`src/rtl/mips_pkg.sv`:
```
// Shared definitions for the multi-cycle MIPS main control unit.
// Holds the opcode constants, the alu_op codes, the state encodings,
// the ALU B / PC source select codes and the opcode class enumeration.
package mips_pkg;

  localparam logic [5:0] OP_RTYPE = 6'b000000;
  localparam logic [5:0] OP_LW    = 6'b100011;
  localparam logic [5:0] OP_SW    = 6'b101011;
  localparam logic [5:0] OP_BEQ   = 6'b000100;
  localparam logic [5:0] OP_ADDI  = 6'b001000;
  localparam logic [5:0] OP_SLTI  = 6'b001010;
  localparam logic [5:0] OP_ANDI  = 6'b001100;
  localparam logic [5:0] OP_ORI   = 6'b001101;
  localparam logic [5:0] OP_J     = 6'b000010;

  localparam logic [2:0] ALU_ADD   = 3'b000;
  localparam logic [2:0] ALU_SLTI  = 3'b001;
  localparam logic [2:0] ALU_ANDI  = 3'b010;
  localparam logic [2:0] ALU_ORI   = 3'b011;
  localparam logic [2:0] ALU_RTYPE = 3'b100;
  localparam logic [2:0] ALU_BEQ   = 3'b101;

  localparam logic [1:0] SRCB_RT      = 2'b00;
  localparam logic [1:0] SRCB_FOUR    = 2'b01;
  localparam logic [1:0] SRCB_IMM     = 2'b10;
  localparam logic [1:0] SRCB_IMM_SH2 = 2'b11;

  localparam logic [1:0] PCSRC_ALU    = 2'b00;
  localparam logic [1:0] PCSRC_ALUOUT = 2'b01;
  localparam logic [1:0] PCSRC_JUMP   = 2'b10;

  typedef enum logic [3:0] {
    S_FETCH  = 4'd0,
    S_DECODE = 4'd1,
    S_MEMADR = 4'd2,
    S_MEMRD  = 4'd3,
    S_MEMWB  = 4'd4,
    S_MEMWR  = 4'd5,
    S_RTYPE  = 4'd6,
    S_ALUWB  = 4'd7,
    S_BEQ    = 4'd8,
    S_IMM    = 4'd9,
    S_IMMWB  = 4'd10,
    S_JUMP   = 4'd11
  } state_t;

  typedef enum logic [2:0] {
    CLS_MEM,
    CLS_RTYPE,
    CLS_BEQ,
    CLS_IMM,
    CLS_JUMP,
    CLS_ILLEGAL
  } op_class_t;

endpackage

```
`src/rtl/main_control_fsm_opcode_class.sv`:
```
// Combinational opcode classifier shared by DECODE (dispatch) and IMM
// (ALU operation of the immediate instruction).
// Ports: opcode (in, 6) ; op_class (out) ; imm_alu_op (out, 3) ; legal (out, 1)
module opcode_class
  import mips_pkg::*;
(
  input  logic [5:0] opcode,
  output op_class_t  op_class,
  output logic [2:0] imm_alu_op,
  output logic       legal
);

  always_comb begin
    op_class   = CLS_ILLEGAL;
    imm_alu_op = ALU_ADD;
    legal      = 1'b1;
    case (opcode)
      OP_LW, OP_SW: op_class = CLS_MEM;
      OP_RTYPE:     op_class = CLS_RTYPE;
      OP_BEQ:       op_class = CLS_BEQ;
      OP_J:         op_class = CLS_JUMP;
      OP_ADDI:      op_class = CLS_IMM;
      OP_SLTI: begin op_class = CLS_IMM; imm_alu_op = ALU_SLTI; end
      OP_ANDI: begin op_class = CLS_IMM; imm_alu_op = ALU_ANDI; end
      OP_ORI:  begin op_class = CLS_IMM; imm_alu_op = ALU_ORI;  end
      default:      legal = 1'b0;
    endcase
  end

endmodule

```
`src/rtl/main_control_fsm.sv`:
```
// Multi-cycle MIPS main control unit: sequences fetch, decode, execute,
// memory and write-back, and drives all datapath enables and mux selects.
// Ports:
//   clk, rst (sync, active-high) ; opcode[5:0] ; zero ; mem_ready
//   pc_write, ir_write, mem_read, mem_write, reg_write : enables
//   i_or_d, reg_dst, mem_to_reg, alu_src_a, alu_src_b[1:0], pc_source[1:0]
//   alu_op[2:0] ; state[ST_W-1:0] ; illegal_op (sticky) ; instr_count
module main_control_fsm
  import mips_pkg::*;
#(
  parameter int ST_W  = 4,
  parameter int CNT_W = 32
) (
  input  logic             clk,
  input  logic             rst,
  input  logic [5:0]       opcode,
  input  logic             zero,
  input  logic             mem_ready,
  output logic             pc_write,
  output logic             ir_write,
  output logic             mem_read,
  output logic             mem_write,
  output logic             reg_write,
  output logic             i_or_d,
  output logic             reg_dst,
  output logic             mem_to_reg,
  output logic             alu_src_a,
  output logic [1:0]       alu_src_b,
  output logic [1:0]       pc_source,
  output logic [2:0]       alu_op,
  output logic [ST_W-1:0]  state,
  output logic             illegal_op,
  output logic [CNT_W-1:0] instr_count
);

  state_t           state_q, state_d;
  logic             illegal_q;
  logic [CNT_W-1:0] count_q;
  logic             retire, illegal_set;

  op_class_t        op_class;
  logic [2:0]       imm_alu_op;
  logic             legal;

  opcode_class u_opcode_class (
    .opcode     (opcode),
    .op_class   (op_class),
    .imm_alu_op (imm_alu_op),
    .legal      (legal)
  );

  always_ff @(posedge clk) begin
    if (rst) begin
      state_q   <= S_FETCH;
      illegal_q <= 1'b0;
      count_q   <= '0;
    end else begin
      state_q <= state_d;
      if (illegal_set) illegal_q <= 1'b1;
      if (retire)      count_q   <= count_q + CNT_W'(1);
    end
  end

  always_comb begin
    state_d     = S_FETCH;
    retire      = 1'b0;
    illegal_set = 1'b0;
    pc_write    = 1'b0;
    ir_write    = 1'b0;
    mem_read    = 1'b0;
    mem_write   = 1'b0;
    reg_write   = 1'b0;
    i_or_d      = 1'b0;
    reg_dst     = 1'b0;
    mem_to_reg  = 1'b0;
    alu_src_a   = 1'b0;
    alu_src_b   = SRCB_RT;
    pc_source   = PCSRC_ALU;
    alu_op      = ALU_ADD;
    case (state_q)
      S_FETCH: begin
        mem_read  = 1'b1;
        alu_src_b = SRCB_FOUR;
        ir_write  = mem_ready;
        pc_write  = mem_ready;
        state_d   = mem_ready ? S_DECODE : S_FETCH;
      end
      S_DECODE: begin
        // Speculatively compute the branch target while dispatching.
        alu_src_b   = SRCB_IMM_SH2;
        illegal_set = !legal;
        case (op_class)
          CLS_MEM:   state_d = S_MEMADR;
          CLS_RTYPE: state_d = S_RTYPE;
          CLS_BEQ:   state_d = S_BEQ;
          CLS_IMM:   state_d = S_IMM;
          CLS_JUMP:  state_d = S_JUMP;
          default:   state_d = S_FETCH;
        endcase
      end
      S_MEMADR: begin
        alu_src_a = 1'b1;
        alu_src_b = SRCB_IMM;
        state_d   = (opcode == OP_LW) ? S_MEMRD : S_MEMWR;
      end
      S_MEMRD: begin
        mem_read = 1'b1;
        i_or_d   = 1'b1;
        state_d  = mem_ready ? S_MEMWB : S_MEMRD;
      end
      S_MEMWB: begin
        reg_write  = 1'b1;
        mem_to_reg = 1'b1;
        retire     = 1'b1;
      end
      S_MEMWR: begin
        // A store retires on the cycle its memory access completes.
        mem_write = 1'b1;
        i_or_d    = 1'b1;
        retire    = mem_ready;
        state_d   = mem_ready ? S_FETCH : S_MEMWR;
      end
      S_RTYPE: begin
        alu_src_a = 1'b1;
        alu_op    = ALU_RTYPE;
        state_d   = S_ALUWB;
      end
      S_ALUWB: begin
        reg_write = 1'b1;
        reg_dst   = 1'b1;
        retire    = 1'b1;
      end
      S_BEQ: begin
        alu_src_a = 1'b1;
        alu_op    = ALU_BEQ;
        pc_source = PCSRC_ALUOUT;
        pc_write  = zero;
        retire    = 1'b1;
      end
      S_IMM: begin
        alu_src_a = 1'b1;
        alu_src_b = SRCB_IMM;
        alu_op    = imm_alu_op;
        state_d   = S_IMMWB;
      end
      S_IMMWB: begin
        reg_write = 1'b1;
        retire    = 1'b1;
      end
      S_JUMP: begin
        pc_source = PCSRC_JUMP;
        pc_write  = 1'b1;
        retire    = 1'b1;
      end
      default: ;
    endcase
    // No datapath write or access may escape while reset is held.
    if (rst) begin
      pc_write  = 1'b0;
      ir_write  = 1'b0;
      mem_read  = 1'b0;
      mem_write = 1'b0;
      reg_write = 1'b0;
    end
  end

  assign state       = ST_W'(state_q);
  assign illegal_op  = illegal_q;
  assign instr_count = count_q;

endmodule
```
`config.mk`:
```
export PLATFORM = sky130hd
export DESIGN_NAME = main_control_fsm
export DESIGN_NICKNAME = d
export VERILOG_FILES = /design/src/rtl/mips_pkg.sv /design/src/rtl/main_control_fsm_opcode_class.sv /design/src/rtl/main_control_fsm.sv
export SDC_FILE = /design/constraint.sdc
export NUM_CORES = 1
export LEC_CHECK = 0
export BUFFER_PORTS_ARGS = -buffer_cell sky130_fd_sc_hd__buf_2
export CORE_MARGIN = 5
export CORE_UTILIZATION = 40
export CTS_CLUSTER_DIAMETER = 150
export DETAILED_ROUTE_END_ITERATION = 7
export PLACE_DENSITY = 0.7
export SLEW_MARGIN = 20
export SYNTH_ARGS = -nofsm -noshare
export SYNTH_HDL_FRONTEND = slang
export SYNTH_SLANG_ARGS = --single-unit
```
`constraint.sdc`:
```
create_clock -name clk -period 4.6 [get_ports clk]
set_clock_uncertainty 0.15 [all_clocks]
set_input_delay 0.92 -clock clk [delete_from_list [all_inputs] [get_ports clk]]
set_output_delay 0.92 -clock clk [all_outputs]
set_load 0.02 [all_outputs]
```
==> qor.yml <==
power_and_ir_drop:
  power.internal_uw: 442.4
  p_clk_frac: 0.374
  p_switching_uw: 153.9
  combPwrFrac: 0.080
  p_per_area_nw_per_um2: 228.8
  p_sw_frac: 0.2581
  p_seq_frac: 0.547
  totalPowerFinal_uw: 596.3
  vdd_drop_max_uv: 92.96
  p_leak_nw: 0.9840
clock_network:
  ctsHoldBuffers: 0
  cts_inserted_buffers: 5
  clk_latency_ns: 0.29
  clkSlewWorstSetupHoldPaths_ns: 0.07
  clkSinkCount: 37
  h-tree-depth: 2
  cts_setup_buffers: 0
  cts_tree: "yes"
  root_buffer: "clkbuf_8"
  clk_path_buf_depth: 2
  cts_resized: 0
floorplan:
  die_area_um2: 7050
  placementRows: 27
  die_y_um: 83.97
  dieWidth_um: 83.97
  initial_core_util: 0.4049
  ioPinCount: 63
  core_um2: 5405
final_layout:
  nets: 352
  layout-drive-gt1-share: 0.2398
  fill_cells: 581
  regArea_um2: 740.7
  multi_input_comb_area_um2: 1341
  area_growth_syn_to_layout_pct: 19.10
  fin_util: 0.4822
  n_antenna_cell: 0
timing:
  period_share: 0.6615
  hold_violations: 0
  period_minus_slack_ns: 3.043
  worst_pin_slew_ns: 0.8678
  grt_setup_unrepaired: "false"
  finalSetupTns_ns: 0
  setup_viol: 0
  maxSlewHeadroom: 0.4161
  timing.fmax_mhz: 328.6
  layout_setup_ws_ns: 1.557
  slew_viol_final: 0
logic_synthesis:
  avgSynthCellArea_um2: 7.546
  netlist_top_cells_area: "dfxtp_1 (34%), xnor2_1 (7.6%), nor2_1 (6.2%), a21oi_1 (5.5%), nand2_1 (3.9%)"
  syn_inst: 290
  synth_seq_area_share: 0.3385
  yosys.area.top_type: "dfxtp_1"
  synth_edf_count: 0
  synth_seq_cells: 37
  netlist.area_leader.share: 0.3385
  synth-warning-count: 0
  synth_most_common_cell: "dfxtp_1"
  synth_flop_cell: "dfxtp_1"
  synth_nets: 301
  synth-async-reset-ratio: 0
  synth_area_um2: 2188
  synth_common_cells: "dfxtp_1 (37), nor2_1 (36), a21oi_1 (24), nand2_1 (23), xnor2_1 (19)"
  synth_cell_types: 50
grt:
  track_usage: 0.1622
  grt_pass1_wl_um: 9701
  gr-total-overflow: 0
  grt_pass1_vias: 2137
  grt_start_max_net_pins: 40
  antenna_found_initial: 0
route:
  wl_per_cell_um: 13.41
  dr.first_iter.drc_count: 131
  ant_nets: 0
  dr_total_vias: 2239
  dr.pass1.iters: 4
  avgViaCountPerCell: 5.408
  drc_errors: 0
  wirelength_um: 5551
setup_path:
  r2r_setup_slack_ns: 1.60
  path_class: "input port to output port"
  cp-start-kind: "input port"
  required_ns: 3.53
  arrival_ns: 1.97
  critPathMaxFanout: 39
  cp-end-kind: "output port"
placement:
  hpwl_um: 4032
  gp_congestion: 0.7717
  place_ws_ns: 1.537
  io_buffers: 62
worst_hold_path:
  hp-class: "flip-flop to flip-flop"
flow_run:
  maxCapViolCount: 0
status:
  status: "finished, final reports clean"
==> registers in the layout, indices dropped and copies added (netlist names) <==
register and flops:
illegal_op 1, instr_count 32, state 4
==> critical path, cell delays in order <==
cell and delay, ns:
buf_2 0.56, nor3_1 0.12, and3_1 0.21, buf_2 0.15
==> cell type report <==
type / instances / share of cell area
timing repair buffer: 63 / 0.1219
tap: 72 / 0.03457
sequential: 37 / 0.2842
clock inverter: 3 / 0.006721
multi-input combinational: 226 / 0.5146
clock buffer: 5 / 0.02640
inverter: 8 / 0.01152
==> cells by family after synthesis <==
family,Yosys count,synth area share
buffers and inverters,27,0.04860
adder cells (fa/ha/maj),1,0.005717
AND/OR/NAND/NOR,145,0.3573
multiplexers,3,0.01429
AO/OA/AOI/OAI,57,0.1555
flip-flops,37,0.3385
XOR/XNOR,20,0.08005
==> power by group through the flow <==
stage	clock (mW)	sequential [mW]	combinational, mW
final	0.223	0.326	0.0474
after global routing	0.249	0.327	0.0519
after CTS	0.235	0.326	0.0473
after detailed placement	0	0.333	0.0473
after global placement	0	0.334	0.0467
after floorplan	0	0.333	0.0324
==> placed cells by master, fill, tap and decap left out, drive strengths merged, types with 2 or more instances in the layout <==
| cell type | count |
|---|---|
| mux2i | 2 |
| nand2b | 4 |
| and4 | 3 |
| nand3b | 2 |
| o211ai | 2 |
| nor3 | 16 |
| nor4 | 10 |
| and3 | 4 |
| o31ai | 2 |
| a21oi | 25 |
| nor2 | 36 |
| xnor2 | 19 |
| nand4 | 11 |
| or4 | 4 |
| nand2 | 23 |
| buf | 63 |
| nand3 | 8 |
| o21bai | 2 |
| nor2b | 3 |
| or3 | 9 |
| nor3b | 6 |
| o21ai | 13 |
| dfxtp | 37 |
| clkbuf | 5 |
| o22ai | 2 |
| a31oi | 5 |
| inv | 8 |
| clkinv | 2 |
==> metrics by stage <==
step	instances	hold slack [ns]	instance area, µm²
floorplan	290	0.4131	2188
global placement	406	0.3290	2520
detailed placement	406	0.3155	2520
CTS	414	0.3478	2606
global route	414	0.3946	2606
finish	414	0.3489	2606
==> final timing paths <==
check / startpoint / endpoint / cells past startpoint
min reg2reg: illegal_op / illegal_op / 2
max: rst / ir_write / 4
min: illegal_op / illegal_op / 2
max reg2reg: state[1] / instr_count[23] / 5
==> routing by layer <==
metal,up-vias,part of all wire,track usage
li1,1144,-,-
met1,1045,0.46,0.1964
met2,41,0.47,0.2733
met3,9,0.048,0.04344
met4,0,0.015,0.06140
met5,-,0,0
Power figures use the tool's default switching activity.
